[config.mk]
export PLATFORM = sky130hd
export DESIGN_NAME = fib_bin2bcd_flat
export DESIGN_NICKNAME = d
export VERILOG_FILES = /design/src/rtl/fib_bin2bcd_if.sv /design/src/rtl/fib_bin2bcd.sv /design/src/flat_wrapper.sv
export SDC_FILE = /design/constraint.sdc
export NUM_CORES = 1
export LEC_CHECK = 0
export ABC_AREA = 1
export CORE_ASPECT_RATIO = 1.75
export CORE_MARGIN = 3
export CORE_UTILIZATION = 40
export DETAILED_ROUTE_END_ITERATION = 8
export SETUP_SLACK_MARGIN = 0.4
export SKIP_LAST_GASP = 1
export SYNTH_ARGS = -nofsm -noshare
export SYNTH_HDL_FRONTEND = slang
export SYNTH_SLANG_ARGS = --single-unit
[constraint.sdc]
create_clock -name clk -period 1.95 [get_ports clk]
set_input_delay 0.4875 -clock clk [delete_from_list [all_inputs] [get_ports clk]]
set_output_delay 0.4875 -clock clk [all_outputs]
set_load 0.02 [all_outputs]
[src/rtl/fib_bin2bcd_if.sv]
// Handshake bundle between the Fibonacci block's result and the BCD converter.
interface fib_bin2bcd_if #(
  parameter int N = 20,
  parameter int D = 7
);
  logic           start;
  logic [N-1:0]   bin;
  logic           ready;
  logic           done_tick;
  logic [4*D-1:0] bcd;

  modport master (output start, output bin, input ready, input done_tick, input bcd);
  modport slave  (input start, input bin, output ready, output done_tick, output bcd);
endinterface

[src/rtl/fib_bin2bcd.sv]
// Sequential binary-to-BCD converter (shift-add-3), one input bit per cycle.
// The published result register is updated only when a conversion completes.
module fib_bin2bcd #(
  parameter int N = 20,
  parameter int D = 7
) (
  input  logic          clk,
  input  logic          rst,
  fib_bin2bcd_if.slave  bus
);

  localparam int CW = $clog2(N + 1);

  typedef enum logic [1:0] {
    S_IDLE = 2'd0,
    S_OP   = 2'd1,
    S_DONE = 2'd2
  } state_t;

  state_t         r_state;
  state_t         w_next;
  logic [N-1:0]   r_sh;
  logic [4*D-1:0] r_dig;
  logic [4*D-1:0] r_res;
  logic [CW-1:0]  r_cnt;
  logic [4*D-1:0] w_adj;
  logic [4*D-1:0] w_shift;
  logic           w_last;

  assign w_last = (r_cnt == CW'(1));

  // Add-3 correction on every digit >= 5, then the one-bit left shift.
  always_comb begin
    w_adj = r_dig;
    for (int unsigned i = 0; i < D; i++) begin
      if (r_dig[4*i +: 4] >= 4'd5)
        w_adj[4*i +: 4] = r_dig[4*i +: 4] + 4'd3;
    end
    w_shift = {w_adj[4*D-2:0], r_sh[N-1]};
  end

  // State register; synchronous reset returns to idle.
  always_ff @(posedge clk) begin
    if (rst) r_state <= S_IDLE;
    else     r_state <= w_next;
  end

  // Next-state and handshake decode from the state register only.
  always_comb begin
    w_next        = S_IDLE;
    bus.ready     = 1'b0;
    bus.done_tick = 1'b0;
    case (r_state)
      S_IDLE: begin
        bus.ready = 1'b1;
        w_next    = bus.start ? S_OP : S_IDLE;
      end
      S_OP:   w_next = w_last ? S_DONE : S_OP;
      S_DONE: begin
        bus.done_tick = 1'b1;
        w_next        = S_IDLE;
      end
      default: w_next = S_IDLE;
    endcase
  end

  // Datapath: load on accepted start, shift in op, publish on the last shift.
  always_ff @(posedge clk) begin
    if (rst) begin
      r_sh  <= '0;
      r_dig <= '0;
      r_res <= '0;
      r_cnt <= '0;
    end else begin
      case (r_state)
        S_IDLE: begin
          if (bus.start) begin
            r_sh  <= bus.bin;
            r_dig <= '0;
            r_cnt <= CW'(N);
          end
        end
        S_OP: begin
          r_dig <= w_shift;
          r_sh  <= {r_sh[N-2:0], 1'b0};
          r_cnt <= r_cnt - CW'(1);
          if (w_last) r_res <= w_shift;
        end
        default: ;
      endcase
    end
  end

  assign bus.bcd = r_res;

endmodule

[src/flat_wrapper.sv]
// flat-port wrapper written by rule: the top's interface ports become plain ports
module fib_bin2bcd_flat 
#(
  parameter int N = 20,
  parameter int D = 7
)
  (clk, rst, bus_start, bus_bin, bus_ready, bus_done_tick, bus_bcd);
  fib_bin2bcd_if #(.N(N), .D(D)) bus_i ();
  input  logic clk;
  input  logic rst;
  input wire logic [$bits(bus_i.start)-1:0] bus_start;
  input wire logic [$bits(bus_i.bin)-1:0] bus_bin;
  output wire logic [$bits(bus_i.ready)-1:0] bus_ready;
  output wire logic [$bits(bus_i.done_tick)-1:0] bus_done_tick;
  output wire logic [$bits(bus_i.bcd)-1:0] bus_bcd;
  assign bus_i.start = bus_start;
  assign bus_i.bin = bus_bin;
  assign bus_ready = bus_i.ready;
  assign bus_done_tick = bus_i.done_tick;
  assign bus_bcd = bus_i.bcd;
  fib_bin2bcd #(.N(N), .D(D)) u_core (.clk(clk), .rst(rst), .bus(bus_i));
endmodule
### Word-level counts from Yosys, hierarchy flattened

Index checks and enable logic that the tools add are counted.

| word-level totals | value |
|---|---|
| register bits after elaboration | 83 |
| bits of input ports | 23 |
| output and inout bits | 30 |
| word-level logic and storage cells | 46 |

| operators by class | value |
|---|---|
| add/subtract/negate cells | 8 |
| magnitude comparators | 7 |
| equality and inequality tests | 4 |
| mux-type cells | 18 |
| reduce and logical (&&, ||, !) cells | 4 |

Operator list:

| operator | number |
|---|---|
| $pmux 28 s2 | 1 |
| $pmux 20 s2 | 1 |
| $ge 4x3->1 const B | 7 |
| $mux 28 | 1 |
| $add 4x2->4 const B | 6 |
| $mux 4 | 6 |
| $mux 20 | 1 |
| $pmux 5 s2 | 1 |
| $eq 5x1->1 const B | 1 |
| $mux 5 | 1 |
| $sub 5x1->5 const B | 1 |
| $pmux 2 s2 | 1 |
| $reduce_and 2->1 | 2 |
| $add 3x2->3 const B | 1 |
| $mux 1 | 3 |
| $mux 3 | 1 |
| $eq 2x1->1 const B | 1 |
| $eq 2x2->1 const B | 1 |
| $logic_not 2->1 | 1 |
| $mux 2 | 1 |
| $ne 2x2->1 const B | 1 |
| $reduce_bool 2->1 | 1 |

### Logic depth before layout (Yosys ltp)

| logic depth | value |
|---|---|
| depth after elaboration | 3 |
| depth in mapped cells | 9 |
| gate-level depth less buffers | 9 |

### Worst setup path before layout

OpenSTA, ideal clock, no wires.

| path | value |
|---|---|
| kind | register -> register |
| start | register u_core.r_state[1] |
| end | register u_core.r_sh[10] |
| library setup time | 128 ps |
| arrival | 1,186 ps |
| required time | 1,822 ps |
| setup slack | 636 ps |
| cell stages (with the launch flop) | 8 |
| path buffers | 1 |
| clock period less this slack | 1,314 ps |
| cells stage by stage | dfxtp_1 -> nor2_2 -> nand2_2 -> inv_2 -> nor2_4 -> buf_4 -> a21oi_1 -> nor2_1 |

| on the way | value |
|---|---|
| cells in the longest elaborated chain, start to end | 3 |
| elaborated cells between the ends (all ways) | 6 |
| classes of those cells | 2 x eq/ne; 1 x mux; 3 x reduce/logical |

RTL lines:

| item | RTL line | RTL |
|---|---|---|
| start, declared | fib_bin2bcd.sv:20 | `state_t r_state;` |
| start signal, assigned | fib_bin2bcd.sv:45 | `else r_state <= w_next;` |
| $eq 2x1->1 or $logic_not 2->1 (tied branches) | fib_bin2bcd.sv:75 | `case (r_state)` |
| $reduce_bool 2->1 (no line) or $ne 2x2->1 (tied branches) | - |  |
| $reduce_and 2->1 (no line) | - |  |
| end signal, assigned | fib_bin2bcd.sv:78 | `r_sh <= bus.bin;` |
| end signal, assigned | fib_bin2bcd.sv:85 | `r_sh <= {r_sh[N-2:0], 1'b0};` |
| end, declared | fib_bin2bcd.sv:22 | `logic [N-1:0] r_sh;` |

Parallel ways exist; a longest one is shown, timed or not.
A chain may end at the register's enable or synchronous reset.

### Final worst setup path

| path | value |
|---|---|
| start | register u_core.r_state[1] |
| end | output port bus_done_tick |

| on the way | value |
|---|---|
| cells in the longest elaborated chain, start to end | 2 |

RTL lines:

| item | RTL line | RTL |
|---|---|---|
| $eq 2x2->1 | fib_bin2bcd.sv:53 | `case (r_state)` |
| $mux 1 | fib_bin2bcd.sv:53 |  |
| end, declared | flat_wrapper.sv:14 | `output wire logic [$bits(bus_i.done_tick)-1:0] bus_done_tick;` |

Every way passes these cells.

==> run metrics <==
Setup TNS=0 ns; Hold Crit Depth=2; max_slew headroom=76.9%; Congestion Overflow GR=0; Final min period=about 1.5 ns; Fin. Hold Viols=0; critical path endpoint category=output port; Critical Path RT=1.46 ns; leakage power=~2.3 nW; Initial Util=a little over two fifths; DPL Wire Length=6460 um; Yosys Warn Count=0; crit path max fanout=3; detailed-route wire length=around 9300 um; #FFs+latches synth=between 80 and 90; HP Class=flop to flop; vias in the first global route=3649; fin crit share=between 70% and 80%; first-pass GRT wire length=about 16000 um; Post-DRT Antenna Nets=0; TritonCTS Buffers=9; # clock sinks=83; FMAX=between 600 and 700 MHz; Netlist cell types=23; status=completed; CP Cell Sequence=inv_1 -> nor2_1 -> clkbuf_2; DIE AREA=around 11000 um^2; FF/Latch Area=roughly 1700 um^2; Die H=138 um; CP max-delay cell=dfxtp_2; worst hold path startpoint=u_core.r_sh[0]; Die X-Extent=around 82 um; peak supply drop=approximately 530 uV; Pwr Density=approximately 840 nW/um^2; Area Overhead vs Synth=23.4%; DR vias=between 3000 and 4000; DRC viols=0; largest net degree at the start of global routing=33; setup violators final=0; # fillers=slightly below 1000; Avg WL per Cell=between 10 and 15 um; Port Buffers=52; unrepaired setup endpoints after global routing=yes; Startpoint Class=flop; Setup WS post-layout=between 0.4 and 0.5 ns; initial antenna violation count=0; clk buf depth=2; H-tree levels=3; Root Driver=clkbuf_16; Worst Path Arrival=between 1 and 1.5 ns; worst slack at placement=between 0.2 and 0.25 ns; Worst R2R Start=u_core.r_cnt[0]; core box area=between 9000 and 10000 um^2; Synth Instances=571; sequential-to-total area share from yosys stat=between 40% and 50%; hold path endpoint=u_core.r_sh[0]; clk_lat worst skew=roughly 0.33 ns; TritonCTS clock tree=built; r2r endpoint=u_core.bus.bcd[27]; Iteration-0 DRC Markers=175; Top Ports=between 50 and 60; area of the mapped netlist=4000 um^2; DRT Pass-1 Iters=4; Pins Over Slew Limit=0; syn_area_per_cell=approximately 7.0 um^2; syn nets=just over 600; worst clock skew=0.00458 ns; Vias/cell=5.03; Worst-Margin Slew=roughly 0.35 ns; Site Rows=between 40 and 50; setup slack, reg-to-reg=about 0.51 ns; Crit Path Category=flop to output port; Multi-input gate area=~2000 um^2; reg2reg path depth=7; ant diodes=0; All-Layer GR Usage=~18%; max-cap violations=0; critical path's largest stage delay=0.36 ns; GP Congestion=roughly 0.83; Worst-path clk slew=~0.060 ns; fraction of layout cells with a size suffix above 1=roughly 8%; Nets=around 660
through the flow:
stage / hold slack, ns / area (um^2) / power (mW) / instances / util (%)
after floorplan: 0.439 / 4000 / 2.14 / 571 / -
after global placement: 0.451 / 4610 / 2.29 / 733 / 48.1
after detailed placement: 0.458 / 4610 / 2.30 / 733 / 48.1
after CTS: 0.468 / 4900 / 4.20 / 748 / 51.1
after global routing: 0.487 / 4930 / 4.32 / 749 / 51.5
final: 0.464 / 4930 / 4.15 / 749 / 51.5
cells by family (layout without fill, tap and decap cells):
group	after synthesis	after routing	share of synthesized area, %
and+or+nand+nor	295	295	31.3
AOI/OAI and AO/OA	100	100	12.6
DFF	83	83	41.6
buffers and inverters	75	131	9.05
adders and majority gates	16	16	5.01
muxes	2	2	0.501
sequential cells by signal, summed over array words and instances (netlist names):
name            count
u_core.r_dig       28
u_core.r_cnt        5
u_core.r_sh        20
u_core.bus.bcd     28
u_core.r_state      2
metal layers:
metal / wire (um) / track usage (%)
met1: 4010 / 20.7
met2: 4840 / 30.9
met3: 286 / 3.26
met4: 173 / 6.74
met5: 0 / 0
cell type report:
cell class	instances	area share, %
multi-input combinational	413	40.4
tap	122	3.09
inverter	51	3.93
sequential	83	33.8
timing repair buffer	65	12.1
clock buffer	9	4.57
clock inverter	6	2.13
timing repair:
| item | CTS | global route |
|---|---|---|
| pin swaps | 0 | 1 |
| gates resized for setup | 34 | 12 |
| hold buffers | 0 | 0 |
| setup buffers | 0 | 1 |
| setup endpoints to repair | 31 | 24 |
worst max-delay path by stage:
stage | cells past startpoint | startpoint | slack (ns) | end
floorplan | 7 | u_core.r_state[1] | 0.64 | u_core.r_sh[10]
global placement | 8 | bus_start | 0.27 | u_core.r_state[0]
detailed placement | 8 | bus_start | 0.23 | u_core.r_state[0]
CTS | 3 | u_core.r_state[1] | 0.20 | bus_done_tick
global route | 3 | u_core.r_state[1] | 0.33 | bus_done_tick
finish | 3 | u_core.r_state[1] | 0.44 | bus_done_tick
report_power, final:
group | internal, mW | leakage (nW) | switching (mW)
sequential | 1.76 | 0.675 | 0.0378
clock | 1.24 | 0.165 | 0.665
combinational | 0.176 | 1.45 | 0.271
total | 3.17 | 2.29 | 0.974
Yosys cell counts (all sizes together):
cell,number,share of area (%)
clkbuf,8,0.75
ha,16,5.0
inv,51,4.8
nand2,176,17
or2,1,0.16
nand3,48,6.1
nor2,56,6.2
a21oi,66,8.3
mux2i,2,0.50
nand4,14,2.2
o211ai,1,0.19
o21ai,33,4.1
buf,16,3.5
dfxtp,83,42
critical path: cells and delay by family (launching register included):
family | cells | cell delay, ns
simple gates | 1 | 0.09
flops | 1 | 0.36
buf+inv | 2 | 0.24
layout by cell type, fill, tap and decap left out, drive strengths merged, types with 2 or more instances in the layout:
cell type	count
o21ai	33
a21oi	66
nand3	48
nand2	176
clkbuf	10
dfxtp	83
ha	16
clkdlybuf4s50	21
nor2	56
nand4	14
mux2i	2
clkinv	3
buf	15
inv	51
bufinv	3
dlygate4sd2	27
Power figures use the tool's default switching activity.
